--- config.mk ---
export PLATFORM = sky130hd
export DESIGN_NAME = router_fsm
export DESIGN_NICKNAME = d
export VERILOG_FILES = /design/src/rtl/router_pkg.sv /design/src/rtl/router_fsm.sv
export SDC_FILE = /design/constraint.sdc
export NUM_CORES = 1
export LEC_CHECK = 0
export ABC_AREA = 1
export BUFFER_PORTS_ARGS = -buffer_cell sky130_fd_sc_hd__buf_2
export CORE_AREA = 2 2 45 47
export CTS_BUF_LIST = sky130_fd_sc_hd__clkbuf_8 sky130_fd_sc_hd__clkbuf_16
export CTS_CLUSTER_SIZE = 25
export DETAILED_ROUTE_END_ITERATION = 12
export DIE_AREA = 0 0 47 49
export GPL_TIMING_DRIVEN = 0
export SKIP_LAST_GASP = 1
export SLEW_MARGIN = 40
export SYNTH_ARGS = -nofsm -noshare
export SYNTH_HDL_FRONTEND = slang
export SYNTH_SLANG_ARGS = --single-unit
--- constraint.sdc ---
create_clock -name clk -period 2.9 [get_ports clk]
set_input_delay 0.58 -clock clk [delete_from_list [all_inputs] [get_ports clk]]
set_output_delay 0.58 -clock clk [all_outputs]
set_load 0.1 [all_outputs]
--- src/rtl/router_pkg.sv ---
// Shared definitions for the 1x3 router: FSM state encoding, port addresses
// and the synchronizer's soft-reset timeout.
package router_pkg;

    typedef enum logic [2:0] {
        DECODE_ADDRESS     = 3'd0,
        LOAD_FIRST_DATA    = 3'd1,
        LOAD_DATA          = 3'd2,
        FIFO_FULL_STATE    = 3'd3,
        LOAD_AFTER_FULL    = 3'd4,
        LOAD_PARITY        = 3'd5,
        CHECK_PARITY_ERROR = 3'd6,
        WAIT_TILL_EMPTY    = 3'd7
    } state_t;

    // Debug view of the controller: current state and latched destination.
    typedef struct packed {
        state_t     state;
        logic [1:0] addr;
    } fsm_dbg_t;

    localparam logic [1:0] ADDR_0       = 2'b00;
    localparam logic [1:0] ADDR_1       = 2'b01;
    localparam logic [1:0] ADDR_2       = 2'b10;
    localparam logic [1:0] ADDR_INVALID = 2'b11;

    localparam int SOFT_RESET_TIMEOUT = 30;

    function automatic logic addr_valid(input logic [1:0] addr);
        return addr != ADDR_INVALID;
    endfunction

endpackage

--- src/rtl/router_fsm.sv ---
// Packet-sequencing controller for the router input side: a Moore FSM that
// latches the destination port and steers FIFO writes and the register block.
module router_fsm
    import router_pkg::*;
(
    input  logic       clk,
    input  logic       resetn,
    input  logic       pkt_valid,
    input  logic [1:0] data_in,
    input  logic       parity_done,
    input  logic       low_pkt_valid,
    input  logic       fifo_full,
    input  logic       fifo_empty_0,
    input  logic       fifo_empty_1,
    input  logic       fifo_empty_2,
    input  logic       soft_reset_0,
    input  logic       soft_reset_1,
    input  logic       soft_reset_2,
    output logic       detect_add,
    output logic       lfd_state,
    output logic       ld_state,
    output logic       full_state,
    output logic       laf_state,
    output logic       write_enb_reg,
    output logic       rst_int_reg,
    output logic       busy,
    output fsm_dbg_t   dbg
);

    state_t     state;
    state_t     next_state;
    logic [1:0] addr_q;
    logic       hdr_ok;
    logic       hdr_empty;
    logic       sel_empty;
    logic       sel_soft;

    // Header qualification looks at the live address bits; everything after
    // the header works off the latched address.
    always_comb begin
        hdr_ok = pkt_valid && addr_valid(data_in);
        case (data_in)
            ADDR_0:  hdr_empty = fifo_empty_0;
            ADDR_1:  hdr_empty = fifo_empty_1;
            ADDR_2:  hdr_empty = fifo_empty_2;
            default: hdr_empty = 1'b0;
        endcase
        case (addr_q)
            ADDR_0:  begin sel_empty = fifo_empty_0; sel_soft = soft_reset_0; end
            ADDR_1:  begin sel_empty = fifo_empty_1; sel_soft = soft_reset_1; end
            ADDR_2:  begin sel_empty = fifo_empty_2; sel_soft = soft_reset_2; end
            default: begin sel_empty = 1'b0;         sel_soft = 1'b0;         end
        endcase
    end

    always_ff @(posedge clk) begin
        if (!resetn) begin
            state  <= DECODE_ADDRESS;
            addr_q <= ADDR_0;
        end else begin
            state <= next_state;
            if (state == DECODE_ADDRESS && hdr_ok) begin
                addr_q <= data_in;
            end
        end
    end

    always_comb begin
        next_state = state;
        case (state)
            DECODE_ADDRESS: begin
                if (hdr_ok) begin
                    next_state = hdr_empty ? LOAD_FIRST_DATA : WAIT_TILL_EMPTY;
                end
            end
            WAIT_TILL_EMPTY: begin
                if (sel_empty) next_state = LOAD_FIRST_DATA;
            end
            LOAD_FIRST_DATA: next_state = LOAD_DATA;
            LOAD_DATA: begin
                if (fifo_full)       next_state = FIFO_FULL_STATE;
                else if (!pkt_valid) next_state = LOAD_PARITY;
            end
            FIFO_FULL_STATE: begin
                if (!fifo_full) next_state = LOAD_AFTER_FULL;
            end
            LOAD_AFTER_FULL: begin
                if (parity_done)        next_state = DECODE_ADDRESS;
                else if (low_pkt_valid) next_state = LOAD_PARITY;
                else                    next_state = LOAD_DATA;
            end
            LOAD_PARITY: next_state = CHECK_PARITY_ERROR;
            CHECK_PARITY_ERROR: begin
                next_state = fifo_full ? FIFO_FULL_STATE : DECODE_ADDRESS;
            end
            default: next_state = DECODE_ADDRESS;
        endcase
        // A timeout on the selected port abandons the packet from any state.
        if (sel_soft && state != DECODE_ADDRESS) begin
            next_state = DECODE_ADDRESS;
        end
    end

    always_comb begin
        detect_add    = 1'b0;
        lfd_state     = 1'b0;
        ld_state      = 1'b0;
        full_state    = 1'b0;
        laf_state     = 1'b0;
        write_enb_reg = 1'b0;
        rst_int_reg   = 1'b0;
        busy          = 1'b1;
        case (state)
            DECODE_ADDRESS: begin
                detect_add = 1'b1;
                busy       = 1'b0;
            end
            LOAD_FIRST_DATA: lfd_state = 1'b1;
            LOAD_DATA: begin
                ld_state      = 1'b1;
                write_enb_reg = 1'b1;
                busy          = 1'b0;
            end
            FIFO_FULL_STATE: full_state = 1'b1;
            LOAD_AFTER_FULL: begin
                laf_state     = 1'b1;
                write_enb_reg = 1'b1;
            end
            LOAD_PARITY:        write_enb_reg = 1'b1;
            CHECK_PARITY_ERROR: rst_int_reg   = 1'b1;
            default: ;
        endcase
        dbg.state = state;
        dbg.addr  = addr_q;
    end

endmodule
Word-level counts from Yosys, hierarchy flattened. Index checks and enable logic that the tools add are counted.

Logic and storage cells: 51. Output and inout bits: 13. Register bits after elaboration: 5. Bits of input ports: 14.

Eq/ne operators: 16. Reductions and logical operators: 11. Mux-type cells: 21. Bitwise gates (word level): 1.

Operator list (number): 3-bit two-way mux (8); 3-bit case mux with 8 select lines (1); 3-bit equality test (second input constant) (4); 1-bit case mux with 3 select lines (3); 1-bit two-way mux (8); 2-bit inequality test (second input constant) (4); 3-bit by 2-bit equality test with 1-bit output (second input constant) (2); 2-bit by 1-bit equality test with 1-bit output (second input constant) (2); 2-bit equality test (second input constant) (2); 2-bit logical NOT (2); 4-bit AND reduction (1); 2-bit OR reduction (2); 3-bit by 1-bit equality test with 1-bit output (second input constant) (1); 1-bit logical AND (3); 3-bit logical NOT (1); 3-bit inequality test (second input constant) (1); 3-bit nonzero test (1); 3-bit OR reduction (1); 2-bit two-way mux (1); 1-bit NOT (1).

Longest topological paths before layout.
Word-level depth: 5. Gate-level depth with buffers: 10. Depth with buffers taken out: 9.

Worst setup path after synthesis. OpenSTA, ideal clock, no wires.

Path type: flip-flop to output port. Start: register state[2]. End: output port write_enb_reg. Required time: 2.320 ns. Arrival: 3.471 ns. Stages on the path, launching flop included: 4. Path slack: -1.151 ns. Path buffers: 1. Path through: dfxtp_1 buf_4 inv_2 o21ai_0.

Word-level cells in the longest chain between the ends: 3. Elaborated cells on any way between the ends: 5.

Ends and longest elaborated chain: from (decl) (RTL line router_fsm.sv:30) `state_t state;`; from (signal assigned) (RTL line router_fsm.sv:61) `state <= next_state;`; 3-bit by 2-bit equality test with 1-bit output or 3-bit equality test (tied branches) (RTL line router_fsm.sv:113) `case (state)`; 3-bit OR reduction (no source line) *; 1-bit two-way mux * (RTL line router_fsm.sv:113); to (decl) (RTL line router_fsm.sv:24) `output logic write_enb_reg,`.

Mark *: on every way between the ends. The rest lies on a longest branch, timed or not.

Final worst setup path. Same ends and word-level chain as after synthesis.

==> flow_metrics.env <==
export IMPL_met1_usage_pct=17.3
export IMPL_vias_per_cell=4.51
export IMPL_drive_gt1_share_pct=42.1
export IMPL_die_area_um2=2300
export IMPL_worstPathRequired_ns=2.32
export IMPL_wl_per_cell_um=9.23
export IMPL_numClockSinks=5
export IMPL_port_buffers=26
export IMPL_place_ws_ns=1.08
export IMPL_fill_cells=223
export IMPL_route_detailed_drc=0
export IMPL_busiest_layer="met2"
export IMPL_drt_iter0_markers=5
export IMPL_clock_latency_ns=0.22
export IMPL_grt_pass1_vias=601
export IMPL_synth_seq_cells=5
export IMPL_synth_seq_area_share_pct=17.8
export IMPL_layout_nets=136
export IMPL_cts_buffer_depth=2
export IMPL_max_slew_worst_pin_slew_ns=0.488
export IMPL_start_kind="register"
export IMPL_final_core_util_pct=43.0
export IMPL_cts_root_buffer="clkbuf_8"
export IMPL_critical_path_slowest_cell="buf_2"
export IMPL_syn_instance_count=91
export IMPL_fin_skew_ns=0.000729
export IMPL_grt_overflow_total=0
export IMPL_tritoncts="built"
export IMPL_fp_dieH_um=49
export IMPL_met3_usage_pct=6.67
export IMPL_hold_violations=0
export IMPL_slew_viol_final=0
export IMPL_crit_buf_inv=3
export IMPL_setup_viol=0
export IMPL_multi_input_area_um2=403
export IMPL_area_growth_syn_to_layout_pct=40.7
export IMPL_path_clk_slew_ns=0.03
export IMPL_cts_repair_resized=0
export IMPL_dpl_hpwl_um=1180
export IMPL_synthDistinctLibCells=23
export IMPL_final_setup_tns_ns=0
export IMPL_maxSlewHeadroom_pct=67.7
export IMPL_wirelength_um=1370
export IMPL_grt_max_degree=11
export IMPL_fmax_mhz=488
export IMPL_postCtsSetupBuffers=0
export IMPL_path_delay_family="buffers and inverters"
export IMPL_crit_type="reg -> out"
export IMPL_cts_made_buffers=3
export IMPL_fin_crit_sh_pct=70.7
export IMPL_endpoint_kind="output port"
export IMPL_grt_usage_pct=13.7
export IMPL_worstPathMaxFanout=9
export IMPL_cap_violations=0
export IMPL_status="finished clean"
export IMPL_die_x_um=47
export IMPL_fp_row_count=16
export IMPL_worst_slack_ns=0.849
export IMPL_arrival_ns=1.47
export IMPL_grt_pass1_wl_um=2350
export IMPL_hold_buffers=0
export IMPL_synthesis_nets=105
export IMPL_min_path_type="reg -> reg"
export IMPL_n_antenna_cell=0
export IMPL_grt_use_met2_pct=21.5
export IMPL_yosysWarningCount=0
export IMPL_ios=27
export IMPL_netlist_area_um2=563
export IMPL_initial_core_util_pct=30.6
export IMPL_core_area_um2=1840
export IMPL_fin_crit_ns=2.05
export IMPL_gp_congestion=0.806
export IMPL_rsz0062_at_grt="no"
export IMPL_vias=667
export IMPL_avgSynthCellArea_um2=6.19
export IMPL_grt_antenna_before_repair=0
export IMPL_ant_nets=0
export IMPL_drt_pass1_iterations=4
export IMPL_htree_levels=1
export IMPL_ff_latch_area_um2=100
export IMPL_crit_chain="buf_4 > inv_2 > nand3_1 > o21ai_2 > buf_2"
export IMPL_max_stage_delay_ns=0.43
export IMPL_finalHoldWorstSlack_ns=0.574
==> cell usage in the layout (no fill, tap or decap), types with 2 or more instances in the layout <==
cell / Yosys / layout
nand3_1: 16 / 16
nor2_1: 16 / 14
a21oi_1: 3 / 3
inv_1: 11 / 12
nand2_2: 3 / 3
inv_2: 2 / 2
dfxtp_1: 5 / 5
buf_2: 0 / 26
nor2_4: 3 / 3
clkbuf_8: 0 / 3
nand2_1: 13 / 13
inv_4: 2 / 2
o21ai_1: 2 / 2
nor2_2: 1 / 3
nand4_1: 4 / 4
==> logic make-up (layout without fill, tap and decap cells) <==
logic type	Yosys count	count (layout)	share of synthesized area, %
AOI/OAI and AO/OA	8	8	9.56
buffers and inverters	17	47	14.2
DFF	5	5	17.8
and+or+nand+nor	61	61	58.4
==> worst paths after layout <==
path,startpoint,endpoint,slack (ns),cells after the start
min reg2reg,addr_q[0],addr_q[0],0.57,2
max,state[2],write_enb_reg,0.85,5
max reg2reg,state[2],state[1],1.60,10
min,addr_q[0],addr_q[0],0.57,2
==> metrics by stage <==
step           cell area, um2  instances
2_1_floorplan             583         91
4_1_cts                   792        148
3_3_place_gp              747        144
5_1_grt                   792        148
3_5_place_dp              747        144
6_report                  792        148
==> worst register-to-register path, delay by kind of cell, from the launching register on <==
family | cells | cell delay [ns]
AND/OR/NAND/NOR | 8 | 0.54
buffers and inverters | 2 | 0.33
flip-flops | 1 | 0.32
==> Yosys cell counts <==
cell	n	area share, %
a21oi_4	1	2.9
o21ai_1	2	1.8
inv_2	2	1.3
nand3_1	16	14
nand3_2	1	1.8
nor3_1	1	0.89
nand2_1	13	8.7
nor3_2	1	1.8
buf_4	1	1.3
inv_4	2	2.2
o21ai_0	1	0.89
nor2_1	16	11
inv_1	11	7.3
nand2_4	1	2.0
o211ai_1	1	1.3
buf_6	1	2.0
nand4_1	4	4.4
nor2_2	1	1.1
nand2_2	3	3.3
dfxtp_1	5	18
nor2_4	3	6.0
a21oi_1	3	2.7
nor2_8	1	3.6
==> per-layer routing <==
metal  routed length, um  vias up
li1                    -      357
met1                 610      285
met2                 642       25
met3                 113        0
met4                   0        0
met5                   0        -
==> cell type report <==
type | instances | share of cell area (%)
Buffer | 2 | 2.37
Tap cell | 27 | 4.27
Timing Repair Buffer | 26 | 16.4
Multi-Input combinational cell | 69 | 50.9
Clock buffer | 3 | 5.21
Sequential cell | 5 | 12.6
Inverter | 15 | 7.74
Clock inverter | 1 | 0.474
==> registers in the layout, indices dropped and copies added (netlist names) <==
| signal | count |
|---|---|
| state | 3 |
| addr_q | 2 |
Power is left out: the tool's default activity adds up to more than one toggle a clock period on the data nets, which glitch-free logic cannot reach.
